<file path="src/rtl/atm_account_responder_if.sv">
// Request/response bundle between the ATM session controller (master)
// and the account responder (slave).
interface atm_account_responder_if #(
   parameter int BAL_W = 16
);
   logic [4:0]       action;
   logic             action_valid;
   logic [3:0]       InPass;
   logic [BAL_W-1:0] amount;
   logic             cnl;
   logic             busy;
   logic             done;
   logic             pass_ok;
   logic             pass_bad;
   logic             vb;
   logic             ai;
   logic             err_auth;
   logic             dispense;
   logic             locked;
   logic [BAL_W-1:0] balance;
   logic [1:0]       tries;

   modport master (
      output action, action_valid, InPass, amount, cnl,
      input  busy, done, pass_ok, pass_bad, vb, ai, err_auth,
             dispense, locked, balance, tries
   );

   modport slave (
      input  action, action_valid, InPass, amount, cnl,
      output busy, done, pass_ok, pass_bad, vb, ai, err_auth,
             dispense, locked, balance, tries
   );
endinterface

</file>
<file path="src/rtl/atm_account_responder.sv">
// Account-side responder: PIN check with lockout, balance / deposit /
// withdraw on one account register, and one-note-per-cycle dispensing
// with cancel refund.
// Optional macro DAILY_LIMIT_EN adds a cumulative withdrawn-total limit.
module atm_account_responder #(
   parameter logic [3:0] PASSWORD  = 4'b1111,
   parameter int         BAL_W     = 16,
   parameter int         INIT_BAL  = 1000,
   parameter int         NOTE_VAL  = 10,
   parameter int         MAX_WD    = 500,
   parameter int         MAX_TRIES = 3,
   parameter int         DAILY_LIM = 800
) (
   input logic                    clk,
   input logic                    rst,
   atm_account_responder_if.slave bus
);

   localparam logic [4:0] A_END      = 5'd1;
   localparam logic [4:0] A_PASS     = 5'd4;
   localparam logic [4:0] A_BALANCE  = 5'd8;
   localparam logic [4:0] A_DEPOSIT  = 5'd10;
   localparam logic [4:0] A_WITHDRAW = 5'd13;

   localparam int CNT_W = $clog2(MAX_WD / NOTE_VAL + 1);

   typedef enum logic [2:0] {
      IDLE, EXEC, DISPENSE, DONE, LOCK
   } state_t;

   state_t           state;
   logic [4:0]       act_q;
   logic [3:0]       pass_q;
   logic [BAL_W-1:0] amt_q;
   logic [BAL_W-1:0] bal_q;
   logic [1:0]       tries_q;
   logic             auth_q;
   logic             locked_q;
   logic [CNT_W-1:0] cnt_q;
   logic             disp_q;
   logic             done_q, ok_q, bad_q, vb_q, ai_q, err_q;
   // Results computed in EXEC, presented together with done in DONE.
   logic             p_ok, p_bad, p_vb, p_ai, p_err, p_lock;
   logic             over_lim;

   // Saturating add so a deposit can never wrap the balance.
   function automatic logic [BAL_W-1:0] sat_add(input logic [BAL_W-1:0] a,
                                                input logic [BAL_W-1:0] b);
      logic [BAL_W:0] s;
      s = {1'b0, a} + {1'b0, b};
      return s[BAL_W] ? {BAL_W{1'b1}} : s[BAL_W-1:0];
   endfunction

   // Withdraw amounts must be non-zero, within the single limit, whole notes.
   function automatic logic amt_invalid(input logic [BAL_W-1:0] a);
      return (a == '0) || (a > BAL_W'(MAX_WD)) ||
             ((a % BAL_W'(NOTE_VAL)) != '0);
   endfunction

   function automatic logic [CNT_W-1:0] notes_of(input logic [BAL_W-1:0] a);
      logic [BAL_W-1:0] q;
      q = a / BAL_W'(NOTE_VAL);
      return q[CNT_W-1:0];
   endfunction

   // Value of the notes still owed when a dispense is cancelled; cnt
   // includes the note already out in the current cycle.
   function automatic logic [BAL_W-1:0] refund_of(input logic [CNT_W-1:0] c);
      logic [BAL_W-1:0] r;
      r = BAL_W'(c - CNT_W'(1));
      return r * BAL_W'(NOTE_VAL);
   endfunction

`ifdef DAILY_LIMIT_EN
   logic [BAL_W-1:0] wd_tot_q;
   assign over_lim = ({1'b0, wd_tot_q} + {1'b0, amt_q}) > (BAL_W+1)'(DAILY_LIM);
`else
   assign over_lim = 1'b0;
`endif

   // Session FSM: request latch, execution, note pacing and status flags.
   always_ff @(posedge clk) begin
      done_q <= 1'b0;
      ok_q   <= 1'b0;
      bad_q  <= 1'b0;
      vb_q   <= 1'b0;
      ai_q   <= 1'b0;
      err_q  <= 1'b0;
      if (rst) begin
         state    <= IDLE;
         bal_q    <= BAL_W'(INIT_BAL);
         tries_q  <= 2'd0;
         auth_q   <= 1'b0;
         locked_q <= 1'b0;
         disp_q   <= 1'b0;
         cnt_q    <= '0;
         p_ok     <= 1'b0;
         p_bad    <= 1'b0;
         p_vb     <= 1'b0;
         p_ai     <= 1'b0;
         p_err    <= 1'b0;
         p_lock   <= 1'b0;
`ifdef DAILY_LIMIT_EN
         wd_tot_q <= '0;
`endif
      end else begin
         case (state)
            IDLE: begin
               if (bus.action_valid) begin
                  act_q  <= bus.action;
                  pass_q <= bus.InPass;
                  amt_q  <= bus.amount;
                  p_ok   <= 1'b0;
                  p_bad  <= 1'b0;
                  p_vb   <= 1'b0;
                  p_ai   <= 1'b0;
                  p_err  <= 1'b0;
                  p_lock <= 1'b0;
                  state  <= EXEC;
               end
            end
            EXEC: begin
               state <= DONE;
               case (act_q)
                  A_PASS: begin
                     if (pass_q == PASSWORD) begin
                        p_ok    <= 1'b1;
                        auth_q  <= 1'b1;
                        tries_q <= 2'd0;
                     end else begin
                        p_bad   <= 1'b1;
                        tries_q <= tries_q + 2'd1;
                        if ((tries_q + 2'd1) == 2'(MAX_TRIES)) begin
                           p_lock <= 1'b1;
                           auth_q <= 1'b0;
                        end
                     end
                  end
                  A_END: begin
                     auth_q <= 1'b0;
`ifdef DAILY_LIMIT_EN
                     wd_tot_q <= '0;
`endif
                  end
                  A_BALANCE: begin
                     if (!auth_q) p_err <= 1'b1;
                     else         p_vb  <= 1'b1;
                  end
                  A_DEPOSIT: begin
                     if (!auth_q)            p_err <= 1'b1;
                     else if (amt_q == '0)   p_ai  <= 1'b1;
                     else begin
                        bal_q <= sat_add(bal_q, amt_q);
                        p_vb  <= 1'b1;
                     end
                  end
                  A_WITHDRAW: begin
                     if (!auth_q)                          p_err <= 1'b1;
                     else if (amt_invalid(amt_q))          p_ai  <= 1'b1;
                     else if ((amt_q > bal_q) || over_lim) p_vb  <= 1'b0;
                     else begin
                        bal_q  <= bal_q - amt_q;
                        cnt_q  <= notes_of(amt_q);
                        disp_q <= 1'b1;
                        state  <= DISPENSE;
`ifdef DAILY_LIMIT_EN
                        wd_tot_q <= wd_tot_q + amt_q;
`endif
                     end
                  end
                  default: ;
               endcase
            end
            DISPENSE: begin
               if (cnt_q == CNT_W'(1)) begin
                  disp_q <= 1'b0;
                  done_q <= 1'b1;
                  vb_q   <= 1'b1;
                  state  <= IDLE;
               end else if (bus.cnl) begin
                  disp_q <= 1'b0;
                  bal_q  <= bal_q + refund_of(cnt_q);
                  done_q <= 1'b1;
                  vb_q   <= 1'b1;
                  state  <= IDLE;
`ifdef DAILY_LIMIT_EN
                  wd_tot_q <= wd_tot_q - refund_of(cnt_q);
`endif
               end else begin
                  cnt_q <= cnt_q - CNT_W'(1);
               end
            end
            DONE: begin
               done_q <= 1'b1;
               ok_q   <= p_ok;
               bad_q  <= p_bad;
               vb_q   <= p_vb;
               ai_q   <= p_ai;
               err_q  <= p_err;
               if (p_lock) begin
                  locked_q <= 1'b1;
                  state    <= LOCK;
               end else begin
                  state <= IDLE;
               end
            end
            LOCK: state <= LOCK;
            default: state <= IDLE;
         endcase
      end
   end

   assign bus.busy     = (state != IDLE);
   assign bus.done     = done_q;
   assign bus.pass_ok  = ok_q;
   assign bus.pass_bad = bad_q;
   assign bus.vb       = vb_q;
   assign bus.ai       = ai_q;
   assign bus.err_auth = err_q;
   assign bus.dispense = disp_q;
   assign bus.locked   = locked_q;
   assign bus.balance  = bal_q;
   assign bus.tries    = tries_q;

endmodule

</file>
<file path="src/flat_wrapper.sv">
// flat-port wrapper written by rule: the top's interface ports become plain ports
module atm_account_responder_flat 
#(
   parameter logic [3:0] PASSWORD  = 4'b1111,
   parameter int         BAL_W     = 16,
   parameter int         INIT_BAL  = 1000,
   parameter int         NOTE_VAL  = 10,
   parameter int         MAX_WD    = 500,
   parameter int         MAX_TRIES = 3,
   parameter int         DAILY_LIM = 800
)
  (clk, rst, bus_action, bus_action_valid, bus_InPass, bus_amount, bus_cnl, bus_busy, bus_done, bus_pass_ok, bus_pass_bad, bus_vb, bus_ai, bus_err_auth, bus_dispense, bus_locked, bus_balance, bus_tries);
  atm_account_responder_if #(.BAL_W(BAL_W)) bus_i ();
  input logic clk;
  input logic rst;
  input wire logic [$bits(bus_i.action)-1:0] bus_action;
  input wire logic [$bits(bus_i.action_valid)-1:0] bus_action_valid;
  input wire logic [$bits(bus_i.InPass)-1:0] bus_InPass;
  input wire logic [$bits(bus_i.amount)-1:0] bus_amount;
  input wire logic [$bits(bus_i.cnl)-1:0] bus_cnl;
  output wire logic [$bits(bus_i.busy)-1:0] bus_busy;
  output wire logic [$bits(bus_i.done)-1:0] bus_done;
  output wire logic [$bits(bus_i.pass_ok)-1:0] bus_pass_ok;
  output wire logic [$bits(bus_i.pass_bad)-1:0] bus_pass_bad;
  output wire logic [$bits(bus_i.vb)-1:0] bus_vb;
  output wire logic [$bits(bus_i.ai)-1:0] bus_ai;
  output wire logic [$bits(bus_i.err_auth)-1:0] bus_err_auth;
  output wire logic [$bits(bus_i.dispense)-1:0] bus_dispense;
  output wire logic [$bits(bus_i.locked)-1:0] bus_locked;
  output wire logic [$bits(bus_i.balance)-1:0] bus_balance;
  output wire logic [$bits(bus_i.tries)-1:0] bus_tries;
  assign bus_i.action = bus_action;
  assign bus_i.action_valid = bus_action_valid;
  assign bus_i.InPass = bus_InPass;
  assign bus_i.amount = bus_amount;
  assign bus_i.cnl = bus_cnl;
  assign bus_busy = bus_i.busy;
  assign bus_done = bus_i.done;
  assign bus_pass_ok = bus_i.pass_ok;
  assign bus_pass_bad = bus_i.pass_bad;
  assign bus_vb = bus_i.vb;
  assign bus_ai = bus_i.ai;
  assign bus_err_auth = bus_i.err_auth;
  assign bus_dispense = bus_i.dispense;
  assign bus_locked = bus_i.locked;
  assign bus_balance = bus_i.balance;
  assign bus_tries = bus_i.tries;
  atm_account_responder #(.PASSWORD(PASSWORD), .BAL_W(BAL_W), .INIT_BAL(INIT_BAL), .NOTE_VAL(NOTE_VAL), .MAX_WD(MAX_WD), .MAX_TRIES(MAX_TRIES), .DAILY_LIM(DAILY_LIM)) u_core (.clk(clk), .rst(rst), .bus(bus_i));
endmodule
</file>
<file path="config.mk">
export PLATFORM = sky130hd
export DESIGN_NAME = atm_account_responder_flat
export DESIGN_NICKNAME = d
export VERILOG_FILES = /design/src/rtl/atm_account_responder_if.sv /design/src/rtl/atm_account_responder.sv /design/src/flat_wrapper.sv
export SDC_FILE = /design/constraint.sdc
export NUM_CORES = 1
export LEC_CHECK = 0
export CORE_MARGIN = 4
export CORE_UTILIZATION = 60
export CTS_BUF_LIST = sky130_fd_sc_hd__clkbuf_16
export CTS_CLUSTER_SIZE = 10
export DETAILED_ROUTE_END_ITERATION = 12
export HOLD_SLACK_MARGIN = 0.12
export PLACE_DENSITY = 0.82
export SYNTH_ARGS = -nofsm -noshare
export SYNTH_HDL_FRONTEND = slang
export SYNTH_SLANG_ARGS = --single-unit
</file>
<file path="constraint.sdc">
create_clock -name clk -period 7.3 [get_ports clk]
set_clock_uncertainty 0.2 [all_clocks]
set_input_delay 2.19 -clock clk [delete_from_list [all_inputs] [get_ports clk]]
set_output_delay 2.19 -clock clk [all_outputs]
set_load 0.01 [all_outputs]
</file>
==> out/metrics.cfg, run 1 <==
[critical_path]
crit_type=flop to flop
rr_startpoint=u_core.amt_q[12]
start_kind=flop
cp.required_ns=7.38
r2r_cells=23
cp.arrival_ns=6.90
end_kind=flop
crit_end=u_core.bus.balance[7]
r2r_slack_ns=0.47
cp-startpoint=u_core.amt_q[12]
worst-path-max-fanout=13
timing.rr.end=u_core.bus.balance[7]

[global_route]
grt_pass1_wl_um=32700
grt_usage=0.299
grt_overflow_total=0
grt_max_degree=27
antenna_found_initial=0
grt_pass1_vias=6596

[placed_design]
placed_area_um2=7720
post-dp-hpwl_um=14600
place_congestion=0.938
port_buffers=55

[route]
detail-route-antenna-nets=0
post_drt_wl_per_cell_um=18.6
dr.pass1.iters=6
drc_errors=0
vias=7240
drt_iter0_drc=847
vias_per_cell=6.69
routed_wl_um=20100

[floorplan]
pin_count=56
die_y_um=117
die-area_um2=13600
die_w_um=117
initial_utilization=0.616
coreArea_um2=11500
num_rows=39

[synthesis]
synthTopCellsByCount=a21oi_1 (78), inv_1 (70), nor2_1 (66)
synth_area_um2=7100
synth_ff_type=dfxtp_1
yosys.area.top_type_share=0.118
ys_types=90
synth_nets=993
yosys.area.top_type=dfxtp_1
synthArstFlopShare=0
synth-edff-count=25
synth_mux_area_frac=0.0293
ys_top_cells_by_area=dfxtp_1 (12%), ha_1 (11%), edfxtp_1 (11%)
yosysSeqAreaShare=0.224
synthAdderAreaFrac=0.125
synth_compound_area_frac=0.314
synth_xor_area_frac=0.0494
synth-simple-area-share=0.190
synth_area_per_cell_um2=7.91
yosysMostFrequentCell=a21oi_1
ys_warn_count=0
ys_ff_latch=67
synth_top_family_by_area=compound AO/OA/AOI/OAI gates
syn_inst=897

[timing]
min_period_ns=6.83
slew_headroom=0.219
post-route-period-util=0.935
hold_viol=0
rsz0062_at_grt=no
fmax_ghz=0.146
finalSetupViolCount=0
fin_tns_setup_ns=0
worst_pin_slew_ns=1.16
slew_violations=0

[cts]
cts.path.max_buffers=2
clock_latency_ns=0.35
clk_pin_slew_ns=0.06
cts-root-buf=clkbuf_16
cts_max_level=3
numCtsBuffers=9
cts_tree=built
cts_sinks=67

[pwr]
p_leak_nw=3.19
vdd_ir_drop_max_mv=0.273
power_density_nw_per_um2=222

[layout]
register_area_um2=1590
final_cell_area_um2=8100
area_delta_synth_final_pct=14.1
drive_gt1_frac=0.0777
antenna_cells=0
num-nets-final=1031
nFillCells=944
multiInputGateArea_um2=5040

[flow_run]
drv_cap=0

[min_path]
min_path_type=flop to flop
holdPathStages=1

[status]
status=completed

-- registers in the layout (all words and copies together), names as in the netlist --
signal	count
u_core.bus.balance	16
u_core.state	3
u_core.bus.locked	1
u_core.amt_q	16
u_core.bus.ai	1
u_core.p_ok	1
u_core.pass_q	4
u_core.bus.dispense	1
u_core.act_q	5
u_core.p_bad	1
u_core.p_lock	1
u_core.bus.done	1
u_core.p_vb	1
u_core.p_err	1
u_core.cnt_q	6
u_core.auth_q	1
u_core.bus.vb	1
u_core.bus.pass_bad	1
u_core.bus.tries	2
u_core.p_ai	1
u_core.bus.pass_ok	1
u_core.bus.err_auth	1
-- worst min-delay path by stage --
stage	startpoint	slack, ns	to
global placement	u_core.p_ai	0.24	u_core.p_ai
finish	u_core.p_bad	0.28	u_core.p_bad
CTS	u_core.p_ai	0.27	u_core.p_ai
global route	u_core.p_ai	0.29	u_core.bus.ai
floorplan	u_core.p_ai	0.23	u_core.bus.ai
detailed placement	u_core.p_ai	0.24	u_core.p_ai
-- critical path: stages, from the launching register on --
cell,delay [ns]
edfxtp_1,0.57
and2b_1,0.24
xnor2_1,0.15
a221o_1,0.47
or4_1,0.61
a211o_1,0.37
a21oi_2,0.30
nand2_1,0.17
mux4_2,0.53
a311oi_2,0.32
a21oi_1,0.08
o21ai_0,0.14
o21ai_0,0.10
a221oi_1,0.41
xnor2_1,0.15
ha_1,0.24
a21oi_1,0.15
o2111ai_1,0.13
a21o_1,0.25
or2_1,0.26
o211a_4,0.18
o21ai_2,0.29
buf_4,0.26
mux2i_1,0.19
-- per-layer routing --
metal	wire, um	share of wire	global-route usage	vias up
met5	0	0	0	-
li1	-	-	-	3456
met1	9120	0.45	0.423	3408
met3	1550	0.077	0.0580	46
met4	487	0.024	0.0925	0
met2	8980	0.45	0.463	330
-- layout make-up --
type,count,share of cell area
multi-input combinational,711,0.622
sequential,67,0.197
timing repair buffer,76,0.0875
inverter,70,0.0325
clock buffer,9,0.0278
tap,143,0.0221
clock inverter,7,0.0116
-- cell families (layout without fill, tap and decap cells) --
family          Yosys count  after routing
buf+inv                 119            162
compound gates          315            315
simple gates            268            268
xor+xnor                 40             40
flops                    67             67
fa+ha+maj                69             69
mux                      19             19
-- metrics by stage --
stage	setup WS, ns	util	std cells	hold slack, ns	total power [W]
2_1_floorplan	1.27	-	897	0.231	0.00113
3_3_place_gp	0.539	0.670	1061	0.241	0.00128
3_5_place_dp	0.276	0.670	1061	0.245	0.00130
4_1_cts	0.223	0.698	1077	0.268	0.00178
5_1_grt	0.00106	0.703	1083	0.287	0.00192
6_report	0.473	0.703	1083	0.276	0.00180
-- power breakdown --
group	total [W]	switching, W	leakage (nW)	internal [W]
clock network	0.000480	0.000182	0.158	0.000298
registers	0.000433	0.0000291	0.571	0.000404
logic	0.000885	0.000486	2.46	0.000398
total	0.00180	0.000697	3.19	0.00110
-- layout by cell type (no fill, tap or decap), drive strengths merged, types with 6 or more instances in the layout --
cell type and instances:
a21oi 82, o211ai 21, edfxtp 25, a211oi 13
o221ai 6, xnor2 31, ha 63, nand4 10
nor2 67, o31ai 9, a22oi 9, o21bai 19
nor4 9, nor3 38, a21boi 6, xor2 9
and2 12, inv 71, o21a 12, dfxtp 42
clkdlybuf4s50 55, nor2b 7, a21o 10, nand2 55
clkbuf 10, buf 20, a31oi 14, mux2i 14
nand3 30, o21ai 46
-- what timing repair did --
item | in CTS | in global routing
setup endpoints to repair | 0 | 26
gates resized for setup | 0 | 2
hold buffers | 0 | 0
setup buffers | 0 | 6
Power figures use the tool's default switching activity.
==> run 2: changes to the inputs <==
--- a/config.mk
+++ b/config.mk
@@ -5,12 +5,14 @@
 export SDC_FILE = /design/constraint.sdc
 export NUM_CORES = 1
 export LEC_CHECK = 0
+export CAP_MARGIN = 20
 export CORE_MARGIN = 4
 export CORE_UTILIZATION = 60
 export CTS_BUF_LIST = sky130_fd_sc_hd__clkbuf_16
 export CTS_CLUSTER_SIZE = 10
 export DETAILED_ROUTE_END_ITERATION = 12
 export HOLD_SLACK_MARGIN = 0.12
+export MAX_ROUTING_LAYER = met4
 export PLACE_DENSITY = 0.82
 export SYNTH_ARGS = -nofsm -noshare
 export SYNTH_HDL_FRONTEND = slang
==> out/metrics.cfg, run 2 (same netlist as run 1, synthesis figures left out) <==
[layout]
multiInputGateArea_um2=5040  ; unchanged
final_cell_mix=a21oi_1 (78), inv_1 (71), nor2_1 (66)
instances_no_fill=1090  ; +0.65%
num-nets-final=1038  ; +0.68%
antenna_cells=0  ; unchanged
register_area_um2=1590  ; unchanged
final_common_cell=a21oi_1
area_delta_synth_final_pct=14.5
drive_gt1_frac=0.0845  ; +0.00682
nFillCells=925  ; -2.0%

[timing]
min_period_ns=6.79  ; -0.0368 ns
slew_headroom=0.375  ; +0.157
fmax_ghz=0.147  ; +0.54%
fin_tns_setup_ns=0  ; unchanged
slew_violations=0  ; unchanged
finalSetupViolCount=0  ; unchanged
rsz0062_at_grt=no
post-route-period-util=0.930  ; -0.00504
worst_pin_slew_ns=0.935  ; -0.221 ns
hold_viol=0  ; unchanged

[placed_design]
place_congestion=0.975  ; +3.9%
post-dp-hpwl_um=14800  ; +0.94%
dp.cells=1062  ; +0.094%
port_buffers=55  ; unchanged

[cts]
cts_tree=built
clk_pin_slew_ns=0.06  ; about the same
cts.path.max_buffers=2  ; unchanged
numCtsBuffers=9  ; unchanged
cts-root-buf=clkbuf_16
clock_latency_ns=0.34  ; about the same
cts_max_level=3  ; unchanged
cts_sinks=67  ; unchanged

[pwr]
vdd_ir_drop_max_mv=0.276  ; +1.1%
power_density_nw_per_um2=218  ; -1.8%
p_leak_nw=3.21  ; +0.65%

[critical_path]
end_kind=flop
crit_type=flop to flop
start_kind=flop
cp.required_ns=7.36  ; -0.02 ns
cp.arrival_ns=6.85  ; -0.05 ns
worst-path-max-fanout=12  ; -1

[route]
post_drt_wl_per_cell_um=18.6  ; -0.16%
routed_wl_um=20200  ; +0.48%
dr.pass1.iters=6  ; unchanged
drt_iter0_drc=791  ; -6.6%
drc_errors=0  ; unchanged
vias_per_cell=6.65  ; -0.59%
detail-route-antenna-nets=0  ; unchanged
vias=7244  ; +0.055%

[global_route]
grt_usage=0.304  ; +0.00484
antenna_found_initial=0  ; unchanged
grt_pass1_vias=6630  ; +0.52%
grt_overflow_total=0  ; unchanged
grt_max_degree=27  ; unchanged
grt_pass1_wl_um=32500  ; -0.57%

[flow_run]
drv_cap=0  ; unchanged

[floorplan]
coreArea_um2=11500  ; unchanged
die_y_um=117  ; unchanged
pin_count=56  ; unchanged
num_rows=39  ; unchanged
initial_utilization=0.616  ; unchanged
die-area_um2=13600  ; unchanged
die_w_um=117  ; unchanged

[status]
status=completed

[min_path]
min_path_type=flop to flop

-- run 2: cell count changes in the layout (fill, tap and decap cells not counted), sizes merged --
cell / before / now
inv: 71 / 72
buf: 20 / 27
clkinvlp: 0 / 1
bufinv: 2 / 1
clkinv: 4 / 3
-- run 2: worst paths after layout --
| check | startpoint | end | slack (ns) | cells after the start |
|---|---|---|---|---|
| min | u_core.p_err | u_core.bus.err_auth | 0.26 | 1 |
| max | u_core.amt_q[12] | u_core.bus.balance[10] | 0.51 | 23 |
| min reg2reg | u_core.p_err | u_core.bus.err_auth | 0.26 | 1 |
| max reg2reg | u_core.amt_q[12] | u_core.bus.balance[10] | 0.51 | 23 |
-- run 2: stage by stage --
stage	area [um2]	util	worst slack, ns	hold slack, ns	total power (W)
2_1_floorplan	7100	-	1.27	0.231	0.00113
3_3_place_gp	7730	0.671	0.604	0.242	0.00128
3_5_place_dp	7730	0.671	0.346	0.246	0.00131
4_1_cts	8020	0.697	0.358	0.260	0.00175
5_1_grt	8120	0.705	0.0323	0.278	0.00189
6_report	8120	0.705	0.510	0.259	0.00177
-- run 2: routing by layer --
| layer | up-vias | wire (um) | GRT usage | share of wire |
|---|---|---|---|---|
| li1 | 3461 | - | - | - |
| met1 | 3357 | 8960 | 0.425 | 0.44 |
| met2 | 369 | 8870 | 0.451 | 0.44 |
| met3 | 57 | 1780 | 0.0404 | 0.088 |
| met4 | 0 | 628 | 0.109 | 0.031 |
| met5 | - | 0 | - | 0 |
-- run 2: critical path: stages (launching register included) --
cell	delay (ns)
edfxtp_1	0.57
and2b_1	0.24
xnor2_1	0.15
a221o_1	0.45
or4_1	0.60
a211o_1	0.37
a21oi_2	0.29
nand2_1	0.18
mux4_2	0.53
a311oi_2	0.31
a21oi_1	0.09
o21ai_0	0.15
o21ai_0	0.11
a221oi_1	0.41
xnor2_1	0.16
ha_1	0.24
a21oi_1	0.15
o2111ai_1	0.12
a21o_1	0.24
or2_1	0.27
o211a_4	0.18
o21ai_2	0.27
buf_4	0.25
mux2i_1	0.19
-- run 2: repair_timing --
item | in CTS | in global routing
setup buffers | 0 | 11
hold buffers | 0 | 0
resized for setup | 0 | 2
endpoints found under the setup margin | 0 | 23
-- run 2: cell type report --
type,instances,area share
Timing Repair Buffer,83,0.0934
Sequential cell,67,0.196
Tap cell,143,0.0220
Multi-Input combinational cell,711,0.620
Clock buffer,9,0.0277
Clock inverter,7,0.00847
Inverter,70,0.0324
-- run 2: power breakdown --
| part | leakage, nW | internal [W] | switching [W] |
|---|---|---|---|
| logic | 2.49 | 0.000401 | 0.000496 |
| registers | 0.571 | 0.000404 | 0.0000292 |
| clock network | 0.145 | 0.000263 | 0.000177 |
| total | 3.21 | 0.00107 | 0.000702 |
